$ cat src/rtl/mem_arb_pkg.sv
// mem_arb_pkg
//   Shared types and widths for the two-requester memory arbiter.
//   arb_state_t : arbiter FSM encoding (ARB_IDLE, ARB_INSTR, ARB_DATA)
//   WORD_W      : data word width on every port
//   SEL_W       : byte-enable width
//   REQ_ADDR_W  : address field width of the latched request; the top
//                 module's ADDR_WIDTH may not exceed it
//   mem_req_t   : request captured at grant and replayed to memory
package mem_arb_pkg;

    localparam int WORD_W     = 32;
    localparam int SEL_W      = 4;
    localparam int REQ_ADDR_W = 32;

    typedef enum logic [1:0] {
        ARB_IDLE  = 2'd0,
        ARB_INSTR = 2'd1,
        ARB_DATA  = 2'd2
    } arb_state_t;

    typedef struct packed {
        logic [REQ_ADDR_W-1:0] addr;
        logic                  wr_en;
        logic [WORD_W-1:0]     wr_data;
        logic [SEL_W-1:0]      wr_sel;
    } mem_req_t;

endpackage

$ cat src/rtl/mem_arbiter.sv
// mem_arbiter
//   Shares one pipelined Wishbone memory port between the fetch stage
//   (req/ack handshake) and the LSU (pipelined Wishbone). One transaction
//   is outstanding at a time; data wins over fetch.
//
//   Optional feature macro: ARB_STARVE_GUARD_EN
//     defined   -> a saturating counter of consecutive data grants taken
//                  while fetch waits; at STARVE_LIMIT the next grant goes
//                  to fetch.
//     undefined -> strict data priority, no counter.
//
//   Ports
//     clk, rst_n                       clock, async active-low reset
//     instr_addr, instr_stb            fetch request (level, held to ack)
//     instr_ack, instr                 one-cycle fetch ack + word
//     d_cyc, d_stb, d_wr_en, d_addr,
//     d_wr_data, d_wr_sel              LSU Wishbone request
//     d_ack, d_stall, d_rd_data        LSU Wishbone response
//     m_cyc, m_stb, m_wr_en, m_addr,
//     m_wr_data, m_wr_sel              memory-side Wishbone request
//     m_ack, m_stall, m_rd_data        memory-side Wishbone response
//
//   state     | meaning
//   ----------+----------------------------------------------------------
//   ARB_IDLE  | no transaction; arbitrate and latch the winning request
//   ARB_INSTR | fetch transaction on the memory port, waiting for m_ack
//   ARB_DATA  | LSU transaction on the memory port, waiting for m_ack
module mem_arbiter
    import mem_arb_pkg::*;
#(
    parameter int STARVE_LIMIT = 4,
    parameter int ADDR_WIDTH   = 32
) (
    input  logic                  clk,
    input  logic                  rst_n,

    input  logic [ADDR_WIDTH-1:0] instr_addr,
    input  logic                  instr_stb,
    output logic                  instr_ack,
    output logic [WORD_W-1:0]     instr,

    input  logic                  d_cyc,
    input  logic                  d_stb,
    input  logic                  d_wr_en,
    input  logic [ADDR_WIDTH-1:0] d_addr,
    input  logic [WORD_W-1:0]     d_wr_data,
    input  logic [SEL_W-1:0]      d_wr_sel,
    output logic                  d_ack,
    output logic                  d_stall,
    output logic [WORD_W-1:0]     d_rd_data,

    output logic                  m_cyc,
    output logic                  m_stb,
    output logic                  m_wr_en,
    output logic [ADDR_WIDTH-1:0] m_addr,
    output logic [WORD_W-1:0]     m_wr_data,
    output logic [SEL_W-1:0]      m_wr_sel,
    input  logic                  m_ack,
    input  logic                  m_stall,
    input  logic [WORD_W-1:0]     m_rd_data
);

    if (STARVE_LIMIT < 1) begin : g_limit_check
        $error("mem_arbiter: STARVE_LIMIT must be at least 1");
    end
    if (ADDR_WIDTH > REQ_ADDR_W) begin : g_addr_check
        $error("mem_arbiter: ADDR_WIDTH exceeds the latched request address field");
    end

    arb_state_t state;
    mem_req_t   req;
    logic       d_live;       // LSU still holds its cycle for the current data transaction
    logic       data_req;
    logic       force_instr;
    logic       grant_data;
    logic       grant_instr;

    assign data_req    = d_cyc & d_stb;
    assign grant_data  = (state == ARB_IDLE) && data_req && !force_instr;
    assign grant_instr = (state == ARB_IDLE) && instr_stb && !grant_data;

    // The LSU request is only ever accepted in the granting IDLE cycle;
    // gating with rst_n keeps d_stall high while the block is held in reset.
    assign d_stall = !(rst_n && grant_data);

`ifdef ARB_STARVE_GUARD_EN
    localparam int CNT_W = $clog2(STARVE_LIMIT + 1);
    localparam logic [CNT_W-1:0] CNT_MAX = CNT_W'(STARVE_LIMIT);

    logic [CNT_W-1:0] starve_cnt;

    assign force_instr = instr_stb && (starve_cnt == CNT_MAX);

    always_ff @(posedge clk or negedge rst_n) begin
        if (!rst_n) begin
            starve_cnt <= '0;
        end else if (!instr_stb || grant_instr) begin
            starve_cnt <= '0;
        end else if (grant_data && (starve_cnt != CNT_MAX)) begin
            starve_cnt <= starve_cnt + 1'b1;
        end
    end
`else
    assign force_instr = 1'b0;
`endif

    assign m_addr    = ADDR_WIDTH'(req.addr);
    assign m_wr_en   = req.wr_en;
    assign m_wr_data = req.wr_data;
    assign m_wr_sel  = req.wr_sel;

    always_ff @(posedge clk or negedge rst_n) begin
        if (!rst_n) begin
            state     <= ARB_IDLE;
            req       <= '0;
            d_live    <= 1'b0;
            m_cyc     <= 1'b0;
            m_stb     <= 1'b0;
            instr_ack <= 1'b0;
            instr     <= '0;
            d_ack     <= 1'b0;
            d_rd_data <= '0;
        end else begin
            instr_ack <= 1'b0;
            d_ack     <= 1'b0;
            unique case (state)
                ARB_IDLE: begin
                    if (grant_data) begin
                        state  <= ARB_DATA;
                        req    <= '{addr:    REQ_ADDR_W'(d_addr),
                                    wr_en:   d_wr_en,
                                    wr_data: d_wr_data,
                                    wr_sel:  d_wr_sel};
                        m_cyc  <= 1'b1;
                        m_stb  <= 1'b1;
                        d_live <= 1'b1;
                    end else if (grant_instr) begin
                        state  <= ARB_INSTR;
                        req    <= '{addr:    REQ_ADDR_W'(instr_addr),
                                    wr_en:   1'b0,
                                    wr_data: '0,
                                    wr_sel:  '1};
                        m_cyc  <= 1'b1;
                        m_stb  <= 1'b1;
                    end
                end
                ARB_INSTR, ARB_DATA: begin
                    // Strobe is held only until memory accepts it.
                    if (!m_stall) begin
                        m_stb <= 1'b0;
                    end
                    // An abandoned LSU cycle still lets memory finish, silently.
                    if ((state == ARB_DATA) && !d_cyc) begin
                        d_live <= 1'b0;
                    end
                    if (m_ack) begin
                        m_cyc <= 1'b0;
                        m_stb <= 1'b0;
                        state <= ARB_IDLE;
                        if (state == ARB_INSTR) begin
                            instr     <= m_rd_data;
                            instr_ack <= 1'b1;
                        end else begin
                            d_rd_data <= m_rd_data;
                            d_ack     <= d_live && d_cyc;
                        end
                    end
                end
                default: state <= ARB_IDLE;
            endcase
        end
    end

endmodule

$ cat config.mk
export PLATFORM = sky130hd
export DESIGN_NAME = mem_arbiter
export DESIGN_NICKNAME = d
export VERILOG_FILES = /design/src/rtl/mem_arb_pkg.sv /design/src/rtl/mem_arbiter.sv
export SDC_FILE = /design/constraint.sdc
export NUM_CORES = 1
export LEC_CHECK = 0
export ABC_CLOCK_PERIOD_IN_PS = 2020
export CAP_MARGIN = 40
export CORE_UTILIZATION = 50
export DETAILED_ROUTE_END_ITERATION = 8
export DONT_BUFFER_PORTS = 1
export MAX_ROUTING_LAYER = met4
export PLACE_DENSITY = 0.75
export SYNTH_ARGS = -nofsm -noshare
export SYNTH_HDL_FRONTEND = slang
export SYNTH_SLANG_ARGS = --single-unit
export TNS_END_PERCENT = 1
$ cat constraint.sdc
create_clock -name clk -period 2.02 [get_ports clk]
set_clock_uncertainty 0.05 [all_clocks]
set_input_delay 0.303 -clock clk [delete_from_list [all_inputs] [get_ports clk]]
set_output_delay 0.303 -clock clk [all_outputs]
set_load 0.02 [all_outputs]
==> results.yml, run 1 <==
outcome:
  status: "did not finish"
  stop_stage: "4_1_cts"
  toolErrorMsg: "[ERROR RSZ-0060] Max buffer count reached."
logic_synthesis:
  async_flop_share: 1.00
  syn_inst: 374
  netlist.area_leader.share: 0.632
  synthTopCellsByArea: "dfrtp_1 63%, mux2_2 13%, a22o_1 5.2%"
  synth-edff-count: 0
  syn_area_mm2: 0.00554
  ys_ff_latch: 140
  yosysWarnings: 0
  synth-seq-area-share: 0.632
  syn_avg_cell_area_um2: 14.8
  ys.flop_type: "dfrtp_1"
  syn_nets: 519
  yosys.area.top_type: "dfrtp_1"
  yosysUniqueCellTypes: 29
floorplanning:
  start_util: 0.511
  die_x_um: 107
  ios: 278
  rows: 38
  die_h_um: 107
place:
  io_buffer_count: 0
  dpl.hpwl_um: 8200
  gp_congestion: 0.732
clock_tree:
  clockBufferDepth: 2
  hold_buffers: 106
  post_cts_resized: 3
  htreeDepth: 4
  clock_sinks: 140
  cts_buffers: 17
  cts_root_buf: "clkbuf_8"
  cts_setup_buffers: 1
## stage by stage
stage / worst slack [ns] / instance area [µm²] / std cells / util / hold slack, ns
2_1_floorplan: 0.331 / 5540 / 374 / - / -0.0426
3_3_place_gp: 0.287 / 5610 / 493 / 0.517 / -0.0405
3_5_place_dp: 0.184 / 5610 / 493 / 0.517 / -0.0406
## kinds of logic after synthesis
kind of cell	synth area share
flip-flops	0.632
multiplexers	0.134
adder cells (fa/ha/maj)	0.0113
AND/OR/NAND/NOR	0.0165
AO/OA/AOI/OAI	0.166
buffers and inverters	0.0409
## cell usage after synthesis (2+ instances only)
| library cell | number |
|---|---|
| mux2_2 | 64 |
| buf_4 | 6 |
| dfrtp_1 | 140 |
| ha_1 | 5 |
| nor2_1 | 3 |
| a21oi_1 | 5 |
| o2bb2ai_1 | 2 |
| inv_1 | 6 |
| clkbuf_1 | 5 |
| a2bb2oi_1 | 28 |
| o22ai_1 | 33 |
| a2bb2oi_2 | 4 |
| a22o_1 | 33 |
| buf_12 | 4 |
| mux2i_1 | 2 |
| o22a_1 | 4 |
| nand2_1 | 6 |
| nand2b_1 | 2 |
| buf_2 | 12 |
==> run 2: changes to the inputs <==
Settings changed: CORE_UTILIZATION 50 to 35, MAX_ROUTING_LAYER met4 to default, PLACE_DENSITY 0.75 to default, PLACE_DENSITY_LB_ADDON from default to 0.15.
==> run 2 against run 1 <==
Area after synthesis unchanged. Synthesized cell count unchanged. The flow now finishes, with violations (negative hold slack).
==> results.yml, run 2 <==
outcome:
  status: "finished with violations"
  violations: "negative hold slack"
setup_path:
  start_kind: "register"
  path_cells: "inv_1, ha_4, and3_2, nand2_1, buf_4"
  critPathMaxStageDelay_ns: 0.43
  critPathRequiredTime_ns: 1.67
  cp_slowest_cell: "dfrtp_1"
  crit_type: "reg -> out"
  cpLargestDelayFamily: "flip-flops"
  crit_path_end_kind: "output port"
  worstPathMaxFanout: 5
  critical_path_buf_inv_count: 2
  cp.arrival_ns: 1.55
grt:
  grt_pass1_vias: 3752
  grt_pass1_wl_um: 19900
  antenna_found_initial: 0
  overflow: 0
  grt_max_degree: 142
  grt_usage: 0.162
final_layout:
  drive_above_1_share: 0.253
  final_cells: 669
  num_antenna_cells: 0
  final_cell_mix: "140 x dfrtp_1, 70 x dlygate4sd3_1, 64 x mux2_2"
  final_common_cell: "dfrtp_1"
  nets: 590
  area_growth_pct: 26.6
  stdcell_area_mm2: 0.00702
logic_synthesis:
  yosys.area.top_type: "dfrtp_1"
  syn_area_mm2: 0.00554
  ys_ff_latch: 140
  yosysUniqueCellTypes: 29
  syn_avg_cell_area_um2: 14.8
  netlist.area_leader.share: 0.632
  async_flop_share: 1.00
  synth-seq-area-share: 0.632
  syn_nets: 519
  ys.flop_type: "dfrtp_1"
  yosysWarnings: 0
  synthTopCellsByArea: "dfrtp_1 63%, mux2_2 13%, a22o_1 5.2%"
  ys_top_cells_by_count: "140 x dfrtp_1, 64 x mux2_2, 33 x a22o_1, 33 x o22ai_1, 28 x a2bb2oi_1"
  synth-edff-count: 0
  syn_inst: 374
  post-synth-top-count-cell: "dfrtp_1"
pwr:
  clockPowerShare: 0.243
  power_density_mw_per_mm2: 1840
  p_int_mw: 7.83
  power_switching_mw: 5.08
  seq_power_share: 0.527
  combPwrFrac: 0.229
  swShare: 0.394
  p_leak_nw: 3.03
  ir_drop_mv: 0.693
clock_tree:
  clock_sinks: 140
  htreeDepth: 4
  clk_pin_slew_ns: 0.06
  hold_buffers: 70
  clockBufferDepth: 2
  cts_buffers: 17
  clock_insertion_delay_worst_skew_ns: 0.41
  cts_setup_buffers: 0
  cts_tree: "done"
  cts_root_buf: "clkbuf_16"
worst_hold_path:
  worstHoldPathType: "in -> async"
floorplanning:
  ios: 278
  rows: 45
  die_x_um: 128
  die_area_mm2: 0.0163
  die_h_um: 128
  fp.coreArea_mm2: 0.0153
  start_util: 0.362
routing:
  drc_errors: 0
  vias_per_cell: 5.23
  drtIter0Drc: 125
  num_vias: 3496
  wl_um: 13000
  dr.pass1.iters: 4
  detail-route-antenna-nets: 0
  detail_route.wl_per_cell_um: 19.4
timing:
  drv_slew: 0
  timing.slew.headroom: 0.591
  fin_setup_tns_ns: 0
  hold_viol_final: 140
  finalSetupViolations: 0
  fin_crit_ns: 1.91
  tightest_slew_ns: 0.613
  period_share: 0.944
  holdWs_ns: -0.466
  rsz0062_at_grt: "no"
  max_freq_mhz: 524
place:
  io_buffer_count: 0
  place_area_mm2: 0.00571
  gp_congestion: 0.724
  dpl.hpwl_um: 8440
  place_inst: 567
run:
  max_cap_violations: 0
run 2: cell counts after synthesis:
Identical to the previous run, type by type.
run 2: worst paths after layout:
check                               start       endpoint  slack [ns]  depth (start not counted)
max in group asynchronous           rst_n  m_wr_data[30]        2.17                          0
worst max register to register   state[0]   d_rd_data[7]        0.35                          5
min in group clk                instr_stb       state[0]        0.05                          2
worst max-delay path             state[0]        d_stall        0.11                          5
worst min-delay path                rst_n      instr_ack       -0.47                          0
worst min register to register     d_live          d_ack        0.45                          2
run 2: power by group through the flow:
| stage | Sequential (mW) | Clock [mW] | Combinational (mW) |
|---|---|---|---|
| floorplan | 6.48 | 0 | 2.55 |
| global placement | 6.88 | 0 | 2.73 |
| detailed placement | 6.85 | 0 | 2.85 |
| CTS | 6.83 | 3.25 | 2.96 |
| global route | 6.97 | 3.39 | 3.27 |
| finish | 6.81 | 3.14 | 2.96 |
run 2: logic make-up after synthesis:
logic type	after synthesis	share of synthesized area
AO/OA/AOI/OAI	114	0.166
buffers and inverters	33	0.0409
AND/OR/NAND/NOR	16	0.0165
flip-flops	140	0.632
adder cells (fa/ha/maj)	5	0.0113
multiplexers	66	0.134
run 2: routing by layer:
metal  share of wire  track usage  vias up
met5               0            0        -
met4           0.021       0.0789        0
met3           0.084       0.0572       23
met2            0.52        0.283      187
met1            0.37        0.173     1734
li1                -            -     1552
run 2: layout make-up:
cell class / instances / area, µm²
clock inverters: 14 / 169
flip-flops and latches: 140 / 3500
well taps: 211 / 264
multi-input cells: 201 / 1830
inverters: 6 / 22.5
fillers: 1344 / 8300
repair buffers: 79 / 806
clock buffers: 18 / 429
run 2: metrics by stage:
step | hold slack (ns) | utilization | total power [mW] | setup WS [ns]
2_1_floorplan | -0.0426 | - | 9.04 | 0.331
3_3_place_gp | -0.0396 | 0.373 | 9.61 | 0.272
3_5_place_dp | -0.0394 | 0.373 | 9.70 | 0.216
4_1_cts | -0.490 | 0.458 | 13.0 | 0.0403
5_1_grt | -0.496 | 0.458 | 13.6 | 0.00185
6_report | -0.466 | 0.458 | 12.9 | 0.113
run 2: what timing repair did:
| action | CTS | global route |
|---|---|---|
| setup endpoints to repair | 0 | 1 |
| endpoints found under the hold margin | 242 | 140 |
| gates resized for setup | 0 | 2 |
(Power assumes the default switching activity.)
==> run 3: changes to the inputs <==
Settings changed: GPL_TIMING_DRIVEN from default to 0, PLACE_DENSITY_LB_ADDON 0.15 to default.
==> run 3 against run 2 <==
The run still ends with negative hold slack left. Highest routed layer unchanged. Clock power is 11% higher. Core utilization increased by 1.0 points. Combinational power is 6% higher. Critical path depth fell by 1. Maximum frequency rose by 0.58%. Total power grew 4.2%. Hold slack hardly changed. Sequential share of layout area shrank 1.1 points. Cell count rose by 2.5%. Register-to-register slack got worse by 0.21 ns. Largest power group unchanged.
==> results.yml, run 3 (synthesis results as in run 2) <==
timing:
  drv_slew: 0
  period_share: 0.939
  tightest_slew_ns: 0.509
  fin_crit_ns: 1.90
  timing.slew.headroom: 0.661
  holdWs_ns: -0.466
  finalSetupViolations: 0
  fin_setup_tns_ns: 0
  hold_viol_final: 140
  max_freq_mhz: 527
  rsz0062_at_grt: "no"
final_layout:
  nets: 607
  multiInputGateArea_mm2: 0.00182
  fillers: 1306
  drive_above_1_share: 0.272
  final_cells: 686
  final_common_cell: "dfrtp_1"
  final_cell_mix: "140 x dfrtp_1, 70 x dlygate4sd3_1, 64 x mux2_2"
  num_antenna_cells: 0
  area_growth_pct: 29.4
  register_area_mm2: 0.00350
  fin_util: 0.468
place:
  io_buffer_count: 0
  dpl.hpwl_um: 9100
  place_inst: 585
  gp_congestion: 0.728
worst_hold_path:
  worstHoldPathType: "in -> async"
pwr:
  p_leak_nw: 3.12
  seq_power_share: 0.507
  combPwrFrac: 0.234
  clockPowerShare: 0.259
  ir_drop_mv: 0.823
  total_power_mw: 13.5
  swShare: 0.390
  power_switching_mw: 5.25
  power_density_mw_per_mm2: 1880
  p_int_mw: 8.21
floorplanning:
  fp.coreArea_mm2: 0.0153
  ios: 278
  start_util: 0.362
  die_h_um: 128
  die_area_mm2: 0.0163
  die_x_um: 128
  rows: 45
clock_tree:
  clockBufferDepth: 2
  clk_pin_slew_ns: 0.06
  htreeDepth: 4
  clock_insertion_delay_worst_skew_ns: 0.41
  cts_root_buf: "clkbuf_16"
  cts_tree: "done"
  hold_buffers: 70
  clock_sinks: 140
  cts_buffers: 17
grt:
  grt_pass1_vias: 3861
  grt_max_degree: 142
  overflow: 0
  grt_pass1_wl_um: 20400
  grt_usage: 0.167
  antenna_found_initial: 0
setup_path:
  start_kind: "register"
  critPathRequiredTime_ns: 1.67
  crit_type: "reg -> out"
  cp.arrival_ns: 1.54
  worstPathMaxFanout: 5
  crit_path_end_kind: "output port"
routing:
  drc_errors: 0
  num_vias: 3644
  detail-route-antenna-nets: 0
  drtIter0Drc: 126
  wl_um: 13600
  dr.pass1.iters: 4
  detail_route.wl_per_cell_um: 19.9
  vias_per_cell: 5.31
outcome:
  violations: "negative hold slack"
  status: "finished with violations"
run:
  max_cap_violations: 0
-- run 3: cell count changes in the layout (fill, tap and decap cells not counted), sizes merged --
cell      delta
clkinvlp     -2
inv          +3
bufinv       +2
buf         +12
clkbuf       +4
clkinv       -2
-- run 3: cell type report --
cell class | instances | share of cell area
Timing Repair Buffer | 71 | 0.0987
Clock inverter | 15 | 0.0328
Tap cell | 211 | 0.0368
Multi-Input combinational cell | 201 | 0.254
Clock buffer | 17 | 0.0593
Sequential cell | 140 | 0.488
Inverter | 6 | 0.00314
Buffer | 25 | 0.0270
-- run 3: final timing paths --
check / startpoint / endpoint / slack (ns) / cells past startpoint
worst min-delay path: rst_n / instr[24] / -0.47 / 0
worst max-delay path: state[0] / d_stall / 0.12 / 4
max in group asynchronous: rst_n / m_addr[22] / 2.17 / 0
worst min register to register: d_live / d_live / 0.47 / 2
worst max register to register: state[0] / d_rd_data[28] / 0.14 / 5
min in group clk: m_ack / m_cyc / 0.05 / 2
-- run 3: timing repair --
action,CTS,global route
pin swaps,1,0
buffers inserted,1,0
endpoints found under the setup margin,1,1
gates resized for setup,1,1
hold endpoints to repair,242,140
-- run 3: power groups by stage --
stage | Combinational [mW] | Clock, mW | Sequential (mW)
after CTS | 3.16 | 3.57 | 6.82
after detailed placement | 3.04 | 0 | 6.85
after global placement | 2.90 | 0 | 6.86
after global routing | 3.44 | 3.70 | 6.97
after floorplan | 2.55 | 0 | 6.48
final | 3.15 | 3.48 | 6.82
-- run 3: through the flow --
| stage | instance area (µm²) | setup WS (ns) |
|---|---|---|
| after floorplan | 5540 | 0.331 |
| after global placement | 5810 | 0.0816 |
| after detailed placement | 5810 | 0.0552 |
| after CTS | 7170 | 0.0445 |
| after global routing | 7170 | 0.0138 |
| final | 7170 | 0.124 |
-- run 3: routing by layer --
metal | global-route usage | vias up | routed length, µm
li1 | - | 1591 | -
met1 | 0.175 | 1825 | 5130
met3 | 0.0634 | 30 | 977
met4 | 0.0740 | 0 | 342
met5 | 0 | - | 0
met2 | 0.297 | 198 | 7170
-- run 3: worst max-delay path: stages (launching register included) --
cell and delay [ns]:
dfrtp_1 0.43, inv_1 0.11, ha_2 0.22, and3_4 0.21, nand2_1 0.17
